<file path="config.mk">
export PLATFORM = sky130hd
export DESIGN_NAME = mux_4_1_arbiter_flat
export DESIGN_NICKNAME = d
export VERILOG_FILES = /design/src/rtl/mux_4_1_arbiter_if.sv /design/src/rtl/mux_4_1_arbiter.sv /design/src/flat_wrapper.sv
export SDC_FILE = /design/constraint.sdc
export NUM_CORES = 1
export LEC_CHECK = 0
export CAP_MARGIN = 40
export CORE_UTILIZATION = 35
export DETAILED_ROUTE_END_ITERATION = 12
export PLACE_DENSITY = 0.74
export SYNTH_ARGS = -nofsm -noshare
export SYNTH_HDL_FRONTEND = slang
export SYNTH_SLANG_ARGS = --single-unit
export TNS_END_PERCENT = 10
</file>
<file path="constraint.sdc">
create_clock -name clk -period 2.5 [get_ports clk]
set_input_delay 0.25 -clock clk [delete_from_list [all_inputs] [get_ports clk]]
set_output_delay 0.25 -clock clk [all_outputs]
set_load 0.01 [all_outputs]
</file>
<file path="src/rtl/mux_4_1_arbiter_if.sv">
// Bundle of the 4-requester arbiter: request/data inputs, combinational grants
// and the registered single-word output with its valid/ready handshake.
interface mux_4_1_arbiter_if #(
  parameter int unsigned W = 4
);
  logic [3:0]   req;
  logic [W-1:0] d0;
  logic [W-1:0] d1;
  logic [W-1:0] d2;
  logic [W-1:0] d3;
  logic         rr_en;
  logic [3:0]   ack;
  logic [W-1:0] y;
  logic [1:0]   y_src;
  logic         out_valid;
  logic         out_ready;

  modport master (
    output req, d0, d1, d2, d3, rr_en, out_ready,
    input  ack, y, y_src, out_valid
  );

  modport slave (
    input  req, d0, d1, d2, d3, rr_en, out_ready,
    output ack, y, y_src, out_valid
  );
endinterface

</file>
<file path="src/rtl/mux_4_1_arbiter.sv">
// 4:1 arbitrating mux with round-robin or fixed-priority selection feeding a
// one-word output register (EMPTY/FULL) with a valid/ready handshake.
module mux_4_1_arbiter #(
  parameter int unsigned W = 4
) (
  input logic              clk,
  input logic              rst,
  mux_4_1_arbiter_if.slave bus
);
  typedef enum logic [0:0] {StEmpty, StFull} state_e;

  state_e       state_q;
  logic [1:0]   ptr_q;
  logic [W-1:0] y_q;
  logic [1:0]   y_src_q;

  logic         out_valid;
  logic         handshake;
  logic         load;
  logic [1:0]   winner;
  logic [1:0]   idx;
  logic         found;
  logic [W-1:0] win_data;

  assign out_valid = (state_q == StFull);
  assign handshake = out_valid && bus.out_ready;
  assign load      = (|bus.req) && (!out_valid || bus.out_ready);

  always_comb begin
    winner = 2'd0;
    idx    = 2'd0;
    found  = 1'b0;
    if (bus.rr_en) begin
      // Search starts at ptr and wraps modulo 4.
      for (int k = 0; k < 4; k++) begin
        idx = ptr_q + 2'(k);
        if (!found && bus.req[idx]) begin
          winner = idx;
          found  = 1'b1;
        end
      end
    end else begin
      for (int k = 3; k >= 0; k--) begin
        if (bus.req[k]) begin
          winner = 2'(k);
        end
      end
    end
  end

  always_comb begin
    win_data = bus.d0;
    unique case (winner)
      2'd0: win_data = bus.d0;
      2'd1: win_data = bus.d1;
      2'd2: win_data = bus.d2;
      2'd3: win_data = bus.d3;
      default: win_data = bus.d0;
    endcase
  end

  always_comb begin
    bus.ack = 4'b0000;
    if (load && !rst) begin
      bus.ack[winner] = 1'b1;
    end
  end

  always_ff @(posedge clk or posedge rst) begin
    if (rst) begin
      state_q <= StEmpty;
      ptr_q   <= 2'd0;
      y_q     <= '0;
      y_src_q <= 2'd0;
    end else if (load) begin
      state_q <= StFull;
      y_q     <= win_data;
      y_src_q <= winner;
      ptr_q   <= winner + 2'd1;
    end else if (handshake) begin
      state_q <= StEmpty;
    end
  end

  assign bus.y         = y_q;
  assign bus.y_src     = y_src_q;
  assign bus.out_valid = out_valid;
endmodule

</file>
<file path="src/flat_wrapper.sv">
// flat-port wrapper written by rule: the top's interface ports become plain ports
module mux_4_1_arbiter_flat 
#(
  parameter int unsigned W = 4
)
  (clk, rst, bus_req, bus_d0, bus_d1, bus_d2, bus_d3, bus_rr_en, bus_out_ready, bus_ack, bus_y, bus_y_src, bus_out_valid);
  mux_4_1_arbiter_if #(.W(W)) bus_i ();
  input logic clk;
  input logic rst;
  input wire logic [$bits(bus_i.req)-1:0] bus_req;
  input wire logic [$bits(bus_i.d0)-1:0] bus_d0;
  input wire logic [$bits(bus_i.d1)-1:0] bus_d1;
  input wire logic [$bits(bus_i.d2)-1:0] bus_d2;
  input wire logic [$bits(bus_i.d3)-1:0] bus_d3;
  input wire logic [$bits(bus_i.rr_en)-1:0] bus_rr_en;
  input wire logic [$bits(bus_i.out_ready)-1:0] bus_out_ready;
  output wire logic [$bits(bus_i.ack)-1:0] bus_ack;
  output wire logic [$bits(bus_i.y)-1:0] bus_y;
  output wire logic [$bits(bus_i.y_src)-1:0] bus_y_src;
  output wire logic [$bits(bus_i.out_valid)-1:0] bus_out_valid;
  assign bus_i.req = bus_req;
  assign bus_i.d0 = bus_d0;
  assign bus_i.d1 = bus_d1;
  assign bus_i.d2 = bus_d2;
  assign bus_i.d3 = bus_d3;
  assign bus_i.rr_en = bus_rr_en;
  assign bus_i.out_ready = bus_out_ready;
  assign bus_ack = bus_i.ack;
  assign bus_y = bus_i.y;
  assign bus_y_src = bus_i.y_src;
  assign bus_out_valid = bus_i.out_valid;
  mux_4_1_arbiter #(.W(W)) u_core (.clk(clk), .rst(rst), .bus(bus_i));
endmodule
</file>
==> results.cfg <==
[setup_path]
slowest_stage = clkdlybuf4s50_1
r2r_slack_ns = 0.12
crit_type = in2out
arrival_ns = 2.21
slowest_delay_ns = 0.43
crit_fanout = 5
cp_cell_sequence = clkdlybuf4s50_1 > or2_2 > o221ai_1 > and3_4 > o22a_1 > ha_4 > and3_2 > dlygate4sd2_1
critPathLaunchType = input pin
required_ns = 2.25
endpoint_kind = output port

[final_layout]
drive_above_1_share_pct = 33.3
final_common_cell = clkdlybuf4s50_1
num_antenna_cells = 0
nets = 159
final_cell_count_no_fill = 156
area_growth_pct = 75.3
layout_common_cells = 27 x clkdlybuf4s50_1, 20 x buf_4, 9 x dfrtp_1

[power]
pwr-share-comb_pct = 54.7
power_uw = 707
ir_drop_mv = 0.294
swShare_pct = 31.4
leakage_nw = 0.600
powerDensity_nw_per_um2 = 547
power.switching_uw = 222
p_clk_share_pct = 15.0
seq_power_share_pct = 30.3
internal-power_uw = 485

[synthesis]
yosysSeqAreaShare_pct = 30.5
synth_edf_count = 0
synthCells = 72
synth_nets = 101
avgSynthCellArea_um2 = 10.3
ys_seq_elements = 9
synth_top_cell_area_share_pct = 30.5
yosysUniqueCellTypes = 33
yosys-top-cells-area = dfrtp_1 31%, ha_1 8.5%, mux2_4 8.1%
ys_warn_count = 0
ys.flop_type = dfrtp_1
async_reset_ff_share_pct = 100
syn_area_um2 = 738
synth_top_area_cell = dfrtp_1

[floorplanning]
pin_count = 35
fp.dieW_um = 47.9
start_util_pct = 37.2
die-area_um2 = 2300
die_h_um = 47.9
num_rows = 16
core-area_um2 = 1980

[drt]
drt-total-wl_um = 1920
remaining_drc_errors = 0
postRouteAntennaNets = 0
route.detailed.vias_per_inst = 4.91
num_vias = 766
drt-initial-drc-count = 14
dr.pass1.iters = 4
wire_per_inst_um = 12.3

[sta]
setup_tns_ns = 0
hold_viol_final = 0
min_period_ns = 2.46
finClkSkew_ns = 0.00500
worst_slew_pin_slew_ns = 0.326
relSlewSlack_pct = 78.1
finalSetupViolCount = 0
max_freq_mhz = 407
finalMaxSlewViolations = 0
grt_setup_unrepaired = yes
finalCritPeriodShare_pct = 98.3

[clocking]
clk_path_buf_depth = 2
clockRootBuffer = clkbuf_4
clock_sinks = 9
htreeDepth = 1
clk_pin_slew_ns = 0.06
cts_buffers = 3
ctsHoldBuffers = 0
insertion_delay_ns = 0.25
cts_tree = built

[min_path]
min_path_type = in2async

[global_routing]
grt_usage_pct = 17.7
grt_start_max_net_pins = 10
grt_overflow_total = 0
grt_pass1_wl_um = 2830
grt_pass1_vias = 690
antenna_found_initial = 0

[run_status]
status = completed

[placement]
placed_cells = 150
dpl.hpwl_um = 1590
gp_congestion = 0.709
port_buffers = 34

[flow_run]
maxCapViolCount = 0
layer usage:
| layer | wire, µm | GRT usage [%] | part of all wire (%) | vias to the layer above |
|---|---|---|---|---|
| met2 | 982 | 35.7 | 51 | 32 |
| li1 | - | - | - | 386 |
| met4 | 0 | 0 | 0 | 0 |
| met3 | 143 | 4.91 | 7.5 | 0 |
| met5 | 0 | 0 | 0 | - |
| met1 | 791 | 19.0 | 41 | 348 |
final timing paths:
| path | end | cells after the start | start |
|---|---|---|---|
| worst max-delay path | bus_ack[1] | 8 | bus_req[2] |
| worst min-delay path | u_core.ptr_q[1]$_DFFE_PP0P_ | 3 | rst |
| worst max register to register | u_core.bus.y[3]$_DFFE_PP0P_ | 10 | u_core.ptr_q[1]$_DFFE_PP0P_ |
| worst min register to register | u_core.bus.y[2]$_DFFE_PP0P_ | 1 | u_core.bus.y[2]$_DFFE_PP0P_ |
| max in group asynchronous | u_core.bus.out_valid$_DFFE_PP0P_ | 3 | rst |
| min in group clk | u_core.bus.y[2]$_DFFE_PP0P_ | 1 | u_core.bus.y[2]$_DFFE_PP0P_ |
stage by stage:
stage	hold slack, ns	util [%]	instance area [µm²]	setup WS, ns
2_1_floorplan	0.0984	-	738	0.341
3_3_place_gp	0.492	62.4	1240	-0.313
3_5_place_dp	0.503	62.4	1240	-0.395
4_1_cts	0.377	65.0	1290	-0.156
5_1_grt	0.390	65.3	1290	-0.101
6_report	0.381	65.3	1290	0.0425
Yosys cell counts (2+ instances only):
master    number
o21ai_0        7
dfrtp_1        9
nor2_1         3
a222oi_1       4
mux2i_1        2
and3_2         3
ha_1           5
nor2b_1        3
inv_1          4
mux2_2         2
nand2_1        5
mux2_4         4
registers in the layout (all words and copies together), names as in the netlist:
register and count:
u_core.bus.out_valid 1, u_core.bus.y 4, u_core.bus.y_src 2, u_core.ptr_q 2
final cells by class:
class / count / area (µm²)
Clock buffer: 4 / 26.3
Fill cell: 171 / 688
Inverter: 4 / 15.0
Multi-Input combinational cell: 58 / 508
Sequential cell: 9 / 225
Tap cell: 27 / 33.8
Timing Repair Buffer: 54 / 485
worst max-delay path: cells and delay by family:
family	cells	cell delay (ns)
compound gates	2	0.39
fa+ha+maj	1	0.18
buf+inv	2	0.69
simple gates	3	0.70
repair_timing:
| item | in CTS | in global routing |
|---|---|---|
| setup endpoints to repair | 8 | 8 |
| resized for setup | 10 | 4 |
| gates cloned | 0 | 0 |
| setup buffers | 2 | 0 |
| pin swaps | 2 | 0 |
power by group through the flow:
stage	sequential (mW)	clock, mW	combinational, mW
finish	0.214	0.106	0.387
floorplan	0.227	0	0.173
CTS	0.214	0.111	0.389
global placement	0.213	0	0.372
detailed placement	0.216	0	0.376
global route	0.219	0.122	0.427
cell families after synthesis:
family                   after synthesis  share of synthesized area (%)
AND/OR/NAND/NOR                       26                           23.2
AO/OA/AOI/OAI                         19                           20.3
flip-flops                             9                           30.5
multiplexers                           8                           13.9
buffers and inverters                  5                           3.56
adder cells (fa/ha/maj)                5                           8.47
No activity file was read; power rests on OpenSTA's default activity.
